--- src/rtl/systolic_pkg.sv ---
// Shared defaults, FSM state type and accumulator clamp bounds for the systolic PE.
package systolic_pkg;

    localparam int DATA_W_DEF = 8;
    localparam int ACC_W_DEF  = 32;

    typedef enum logic {
        ST_IDLE = 1'b0,
        ST_ACC  = 1'b1
    } pe_state_e;

    // Bounds come back 64 bits wide; callers truncate them to their accumulator width.
    function automatic logic [63:0] sat_max(int acc_w, bit is_signed);
        logic [63:0] one;
        one = 64'd1;
        if (is_signed) return (one << (acc_w - 1)) - one;
        if (acc_w >= 64) return ~64'd0;
        return (one << acc_w) - one;
    endfunction

    function automatic logic [63:0] sat_min(int acc_w, bit is_signed);
        if (is_signed) return ~64'd0 << (acc_w - 1);
        return 64'd0;
    endfunction

endpackage

--- src/rtl/systolic_pe_if.sv ---
// Operand, result-chain and status bundle of one systolic PE.
interface systolic_pe_if
    import systolic_pkg::*;
#(
    parameter int DATA_W = DATA_W_DEF,
    parameter int ACC_W  = ACC_W_DEF
);
    // No backpressure: fire_in qualifies a/w/last for exactly one cycle, and
    // res_valid_in/res_valid_out qualify res_in/res_out while shift_in moves the chain.
    logic              fire_in;
    logic              last_in;
    logic [DATA_W-1:0] a_in;
    logic [DATA_W-1:0] w_in;
    logic              shift_in;
    logic [ACC_W-1:0]  res_in;
    logic              res_valid_in;
    logic              clr_flags;

    logic              fire_out;
    logic              last_out;
    logic [DATA_W-1:0] a_out;
    logic [DATA_W-1:0] w_out;
    logic [ACC_W-1:0]  res_out;
    logic              res_valid_out;
    logic              ovf;
    logic              ovr;
    pe_state_e         state_dbg;

    modport slave (
        input  fire_in, last_in, a_in, w_in, shift_in, res_in, res_valid_in, clr_flags,
        output fire_out, last_out, a_out, w_out, res_out, res_valid_out, ovf, ovr, state_dbg
    );

    modport master (
        output fire_in, last_in, a_in, w_in, shift_in, res_in, res_valid_in, clr_flags,
        input  fire_out, last_out, a_out, w_out, res_out, res_valid_out, ovf, ovr, state_dbg
    );
endinterface

--- src/rtl/systolic_acc_sat.sv ---
// Extends a product to accumulator width, adds it, and wraps or clamps on overflow.
module systolic_acc_sat
    import systolic_pkg::*;
#(
    parameter int DATA_W = DATA_W_DEF,
    parameter int ACC_W  = ACC_W_DEF,
    parameter int SIGNED = 0,
    parameter int SAT    = 0
) (
    input  logic [ACC_W-1:0]    acc,
    input  logic [2*DATA_W-1:0] prod,
    output logic [ACC_W-1:0]    sum,
    output logic                ovf
);
    localparam logic [ACC_W-1:0] MAX_V = ACC_W'(sat_max(ACC_W, SIGNED != 0));
    localparam logic [ACC_W-1:0] MIN_V = ACC_W'(sat_min(ACC_W, SIGNED != 0));

    logic [ACC_W-1:0] ext;
    logic [ACC_W:0]   raw;
    logic             wrap_ovf;

    always_comb begin
        if (SIGNED != 0) ext = ACC_W'($signed(prod));
        else             ext = ACC_W'(prod);
        raw = {1'b0, acc} + {1'b0, ext};
        // Signed overflow: both addends share a sign that the wrapped sum lost.
        if (SIGNED != 0) wrap_ovf = (acc[ACC_W-1] == ext[ACC_W-1]) && (raw[ACC_W-1] != acc[ACC_W-1]);
        else             wrap_ovf = raw[ACC_W];
        sum = raw[ACC_W-1:0];
        if ((SAT != 0) && wrap_ovf) begin
            if ((SIGNED != 0) && acc[ACC_W-1]) sum = MIN_V;
            else                               sum = MAX_V;
        end
        ovf = wrap_ovf;
    end
endmodule

--- src/rtl/systolic_pe.sv ---
// Output-stationary systolic PE: multiply stage, accumulate stage and a shiftable result chain.
module systolic_pe
    import systolic_pkg::*;
#(
    parameter int DATA_W = DATA_W_DEF,
    parameter int ACC_W  = ACC_W_DEF,
    parameter int SIGNED = 0,
    parameter int SAT    = 0
) (
    input  logic         clk,
    input  logic         rst,
    systolic_pe_if.slave io
);
    localparam int PW = 2 * DATA_W;

    logic              fire_o_q, fire_o_d, last_o_q, last_o_d;
    logic [DATA_W-1:0] a_o_q, a_o_d, w_o_q, w_o_d;
    logic              fire1_q, fire1_d, last1_q, last1_d;
    logic [PW-1:0]     prod1_q, prod1_d;
    logic [ACC_W-1:0]  acc_q, acc_d, res_q, res_d, sum;
    logic              res_vld_q, res_vld_d, ovf_q, ovf_d, ovr_q, ovr_d;
    logic              sum_ovf, complete;
    pe_state_e         state_q, state_d;

    systolic_acc_sat #(
        .DATA_W(DATA_W), .ACC_W(ACC_W), .SIGNED(SIGNED), .SAT(SAT)
    ) u_acc_sat (
        .acc (acc_q),
        .prod(prod1_q),
        .sum (sum),
        .ovf (sum_ovf)
    );

    always_comb begin
        fire_o_d  = io.fire_in;
        last_o_d  = io.last_in;
        a_o_d     = io.a_in;
        w_o_d     = io.w_in;
        fire1_d   = io.fire_in;
        last1_d   = io.fire_in & io.last_in;
        if (SIGNED != 0) prod1_d = PW'($signed(io.a_in)) * PW'($signed(io.w_in));
        else             prod1_d = PW'(io.a_in) * PW'(io.w_in);
        complete  = fire1_q & last1_q;
        acc_d     = acc_q;
        res_d     = res_q;
        res_vld_d = res_vld_q;
        state_d   = state_q;
        if (fire1_q) begin
            if (last1_q) begin
                acc_d     = '0;
                res_d     = sum;
                res_vld_d = 1'b1;
            end else begin
                acc_d = sum;
            end
        end
        // A completing tile owns res_out; the shifted-in value is dropped that cycle.
        if (io.shift_in && !complete) begin
            res_d     = io.res_in;
            res_vld_d = io.res_valid_in;
        end
        ovf_d = (fire1_q & sum_ovf) | (ovf_q & ~io.clr_flags);
        ovr_d = (complete & res_vld_q & ~io.shift_in) | (ovr_q & ~io.clr_flags);
        case (state_q)
            ST_IDLE: if (fire1_q && !last1_q) state_d = ST_ACC;
            ST_ACC:  if (complete) state_d = ST_IDLE;
            default: state_d = ST_IDLE;
        endcase
    end

    always_ff @(posedge clk) begin
        if (rst) begin
            fire_o_q  <= 1'b0;
            last_o_q  <= 1'b0;
            a_o_q     <= '0;
            w_o_q     <= '0;
            fire1_q   <= 1'b0;
            last1_q   <= 1'b0;
            prod1_q   <= '0;
            acc_q     <= '0;
            res_q     <= '0;
            res_vld_q <= 1'b0;
            ovf_q     <= 1'b0;
            ovr_q     <= 1'b0;
            state_q   <= ST_IDLE;
        end else begin
            fire_o_q  <= fire_o_d;
            last_o_q  <= last_o_d;
            a_o_q     <= a_o_d;
            w_o_q     <= w_o_d;
            fire1_q   <= fire1_d;
            last1_q   <= last1_d;
            prod1_q   <= prod1_d;
            acc_q     <= acc_d;
            res_q     <= res_d;
            res_vld_q <= res_vld_d;
            ovf_q     <= ovf_d;
            ovr_q     <= ovr_d;
            state_q   <= state_d;
        end
    end

    assign io.fire_out      = fire_o_q;
    assign io.last_out      = last_o_q;
    assign io.a_out         = a_o_q;
    assign io.w_out         = w_o_q;
    assign io.res_out       = res_q;
    assign io.res_valid_out = res_vld_q;
    assign io.ovf           = ovf_q;
    assign io.ovr           = ovr_q;
    assign io.state_dbg     = state_q;
endmodule
--- src/flat_wrapper.sv ---
// flat-port wrapper written by rule: the top's interface ports become plain ports
module systolic_pe_flat import systolic_pkg::*;
#(
    parameter int DATA_W = DATA_W_DEF,
    parameter int ACC_W  = ACC_W_DEF,
    parameter int SIGNED = 0,
    parameter int SAT    = 0
)
  (clk, rst, io_fire_in, io_last_in, io_a_in, io_w_in, io_shift_in, io_res_in, io_res_valid_in, io_clr_flags, io_fire_out, io_last_out, io_a_out, io_w_out, io_res_out, io_res_valid_out, io_ovf, io_ovr, io_state_dbg);
  systolic_pe_if #(.DATA_W(DATA_W), .ACC_W(ACC_W)) io_i ();
  input  logic clk;
  input  logic rst;
  input wire logic [$bits(io_i.fire_in)-1:0] io_fire_in;
  input wire logic [$bits(io_i.last_in)-1:0] io_last_in;
  input wire logic [$bits(io_i.a_in)-1:0] io_a_in;
  input wire logic [$bits(io_i.w_in)-1:0] io_w_in;
  input wire logic [$bits(io_i.shift_in)-1:0] io_shift_in;
  input wire logic [$bits(io_i.res_in)-1:0] io_res_in;
  input wire logic [$bits(io_i.res_valid_in)-1:0] io_res_valid_in;
  input wire logic [$bits(io_i.clr_flags)-1:0] io_clr_flags;
  output wire logic [$bits(io_i.fire_out)-1:0] io_fire_out;
  output wire logic [$bits(io_i.last_out)-1:0] io_last_out;
  output wire logic [$bits(io_i.a_out)-1:0] io_a_out;
  output wire logic [$bits(io_i.w_out)-1:0] io_w_out;
  output wire logic [$bits(io_i.res_out)-1:0] io_res_out;
  output wire logic [$bits(io_i.res_valid_out)-1:0] io_res_valid_out;
  output wire logic [$bits(io_i.ovf)-1:0] io_ovf;
  output wire logic [$bits(io_i.ovr)-1:0] io_ovr;
  output wire logic [$bits(io_i.state_dbg)-1:0] io_state_dbg;
  assign io_i.fire_in = io_fire_in;
  assign io_i.last_in = io_last_in;
  assign io_i.a_in = io_a_in;
  assign io_i.w_in = io_w_in;
  assign io_i.shift_in = io_shift_in;
  assign io_i.res_in = io_res_in;
  assign io_i.res_valid_in = io_res_valid_in;
  assign io_i.clr_flags = io_clr_flags;
  assign io_fire_out = io_i.fire_out;
  assign io_last_out = io_i.last_out;
  assign io_a_out = io_i.a_out;
  assign io_w_out = io_i.w_out;
  assign io_res_out = io_i.res_out;
  assign io_res_valid_out = io_i.res_valid_out;
  assign io_ovf = io_i.ovf;
  assign io_ovr = io_i.ovr;
  assign io_state_dbg = io_i.state_dbg;
  systolic_pe #(.DATA_W(DATA_W), .ACC_W(ACC_W), .SIGNED(SIGNED), .SAT(SAT)) u_core (.clk(clk), .rst(rst), .io(io_i));
endmodule
--- config.mk ---
export PLATFORM = sky130hd
export DESIGN_NAME = systolic_pe_flat
export DESIGN_NICKNAME = d
export VERILOG_FILES = /design/src/rtl/systolic_pkg.sv /design/src/rtl/systolic_pe_if.sv /design/src/rtl/systolic_acc_sat.sv /design/src/rtl/systolic_pe.sv /design/src/flat_wrapper.sv
export SDC_FILE = /design/constraint.sdc
export NUM_CORES = 1
export LEC_CHECK = 0
export CAP_MARGIN = 25
export CORE_ASPECT_RATIO = 1.1
export CORE_MARGIN = 2
export CORE_UTILIZATION = 35
export DETAILED_ROUTE_END_ITERATION = 8
export SYNTH_ARGS = -nofsm -noshare
export SYNTH_HDL_FRONTEND = slang
export SYNTH_SLANG_ARGS = --single-unit
--- constraint.sdc ---
create_clock -name clk -period 10.7 [get_ports clk]
set_input_delay 2.14 -clock clk [delete_from_list [all_inputs] [get_ports clk]]
set_output_delay 2.14 -clock clk [all_outputs]
set_load 0.02 [all_outputs]
==> results_dict.tcl <==
set metrics [dict create \
    status "finished clean" \
    seq_power_share 0.346 \
    muxShareOfSynthArea 0.0234 \
    postLayoutCellArea_mm2 0.00845 \
    gp_congestion 0.842 \
    combPwrFrac 0.389 \
    crit_top_cell "fa_1" \
    drt_iter0_markers 212 \
    crit_arrival_ps 6530 \
    vias 5452 \
    synth-xor-area-share 0.0483 \
    die_w_um 138 \
    p_sw_uw 438 \
    postSynthAreaPerCell_um2 9.01 \
    cts.htree.levels 3 \
    vdd_drop_max_v 0.0000813 \
    wl_um 16400 \
    post-cts-setup-buffers 0 \
    p_clk_frac 0.265 \
    start_util 0.358 \
    clkLatencyLatePin_ps 350 \
    slew_violations 0 \
    min_path_type "flop to flop" \
    place_inst 1085 \
    ys_seq_area_frac 0.299 \
    synthAdderAreaFrac 0.202 \
    ys_warn_count 0 \
    clock.fmax_mhz 159 \
    grt_antenna_before_repair 0 \
    finish.net_count 993 \
    dp.final_hpwl_um 12500 \
    synth_area_mm2 0.00689 \
    finalPower_mw 1.26 \
    synth_seq_cells 103 \
    setup_tns_ps 0 \
    synth_compound_area_frac 0.192 \
    synthCells 765 \
    slew_headroom 0.403 \
    fin_crit_sh 0.589 \
    cts_tree "done" \
    cts_sinks 103 \
    grt_usage 0.162 \
    ys_types 64 \
    gr-total-overflow 0 \
    synth_top_family_by_area "adder cells" \
    layout_setup_ws_ps 4390 \
    via_per_inst 4.96 \
    drc 0 \
    rsz0062_at_grt "no" \
    cp_max_fo 9 \
    maxCapViolCount 0 \
    critPathRequiredTime_ps 10920 \
    die-area_mm2 0.0208 \
    timing_worst_slew_pin_value_ps 896 \
    dpl_worst_slack_ps 3980 \
    path_class "input pin to flop" \
    fin_worst_skew_ps 9.31 \
    fin_crit_ps 6310 \
    grt_pass1_vias 5439 \
    synth_edf_count 0 \
    critical_path.endpoint_type "flop" \
    stdcell_count 1100 \
    hold_ws_ps 479 \
    grt_pass1_wl_um 26900 \
    ctsRootBufferMaster "clkbuf_16" \
    utilization 0.439 \
    internal-power_uw 824 \
    drive_gt1_frac 0.0563 \
    firstDrtPassIters 4 \
    synth_fp_nets 909 \
    crit_slowest_cell "clkdlybuf4s50_1" \
    cp_cell_sequence "clkdlybuf4s50_1 -> nand2_1 -> fa_1 -> fa_1 -> inv_1 -> fa_1 -> inv_1 -> fa_1 -> inv_1 -> ha_1 -> o21a_1 -> a21oi_1 -> a21oi_1 -> a311oi_1 -> xor2_1 -> nor2_1" \
    slowest_delay_ps 620 \
    grt_max_degree 57 \
    die_y_um 151 \
    cts_buffer_depth 2 \
    synth_top_flop_cell "dfxtp_1" \
    synth-async-reset-ratio 0 \
    clkTransAtPathRegs_ps 70 \
    switching_share 0.347 \
    core-area_mm2 0.0192 \
    fp-row-count 53 \
    worstSetupStartpointType "input pin" \
    p_leak_nw 3.58 \
    cts_made_buffers 9 \
    p_per_area_mw_per_mm2 149 \
    final-setup-viol-count 0 \
    placed_area_mm2 0.00815 \
    pin_count 109 \
    cts_resized 0 \
    wl_per_cell_um 14.9 \
    finalHoldViolCount 0 \
    detail-route-antenna-nets 0 \
    numPortBuffers 108 \
    areaGrowthSynthToFinish_pct 22.6 \
    synthSimpleGateAreaFrac 0.179 \
    postCtsHoldBufs 0 \
    n_antenna_cell 0 \
]
==> cells in the mapped netlist, types with 7 or more instances <==
cell type  instances  area (um2)
o21ai_0           23         115
nor2b_1           32         200
a22oi_1            7        52.6
a21o_1             7        52.6
and3_1             7        43.8
a211oi_1          26         195
inv_1             57         214
dfxtp_1          103        2060
a21oi_1           48         240
clkbuf_1          25        93.8
o21a_1             7        52.6
nand2_1           46         173
nor2_1            57         214
a31oi_1           14        87.6
and2_1            60         375
mux2i_1           15         150
a22o_1             7        61.3
xnor2_1           16         140
fa_1              37         741
ha_1              52         651
xor2_1            22         193
==> cell type report <==
class                           count  area (um2)
Tap cell                          247         309
Multi-Input combinational cell    565        4440
Timing Repair Buffer              113        1130
Clock inverter                      4        55.1
Fill cell                        1917       10800
Clock buffer                       11         243
Inverter                           57         214
Sequential cell                   103        2060
==> critical path: cells and delay by family <==
family          cells  cell delay (ps)
buf+inv             4              760
compound gates      4              840
simple gates        2              170
xor+xnor            1              180
fa+ha+maj           5             2410
==> power groups by stage <==
stage | registers [mW] | clock network, mW | logic, mW
after floorplan | 0.456 | 0 | 0.354
after global placement | 0.445 | 0 | 0.487
after CTS | 0.437 | 0.348 | 0.498
after global routing | 0.441 | 0.360 | 0.558
after detailed placement | 0.445 | 0 | 0.493
final | 0.437 | 0.335 | 0.491
==> flip-flops by register name, indices dropped and copies added (netlist names), named ones only <==
register,count
u_core.io.w_out,8
u_core.io.ovr,1
u_core.io.a_out,8
u_core.acc_q,32
u_core.io.ovf,1
u_core.last1_q,1
u_core.io.fire_out,1
u_core.io.res_out,32
u_core.prod1_q,16
u_core.io.res_valid_out,1
u_core.io.last_out,1
==> routing by layer <==
layer,share of wire,up-vias,track usage
met1,0.45,2538,0.201
met4,0.011,0,0.0408
met3,0.046,13,0.0311
met5,0,-,0
li1,-,2785,-
met2,0.50,116,0.289
==> cell usage in the layout, fill, tap and decap left out, types with 5 or more instances in the layout <==
master	Yosys	final
nand3_1	6	6
a21o_1	7	7
a22oi_1	7	7
o21a_1	7	7
and3_1	7	7
nand2_1	46	46
nor2b_1	32	32
and2_1	60	60
nor3_1	6	6
inv_1	57	57
a211oi_1	26	26
clkdlybuf4s50_1	0	106
o21ai_0	23	23
ha_1	52	52
a31oi_1	14	14
dfxtp_1	103	103
a21oi_1	48	48
xor2_1	22	22
fa_1	37	37
clkbuf_16	0	9
nor2_1	57	57
a22o_1	7	7
mux2i_1	15	15
a221oi_1	5	5
xnor2_1	16	16
==> worst paths after layout <==
kind | from | to | slack [ps] | cells past startpoint
setup / recovery | io_a_in[0] | u_core.prod1_q[14] | 4390 | 16
hold / removal | flop | flop | 480 | 1
setup reg to reg | u_core.acc_q[8] | u_core.io.res_out[29] | 7890 | 8
hold reg to reg | flop | flop | 480 | 1
==> logic make-up (layout without fill, tap and decap cells) <==
family / after synthesis / after routing
AOI/OAI and AO/OA: 186 / 186
xor gates and xnor gates: 38 / 38
adders and majority gates: 89 / 89
buffers and inverters: 97 / 185
DFF: 103 / 103
muxes: 16 / 16
and+or+nand+nor: 236 / 236
(Power assumes the default switching activity.)
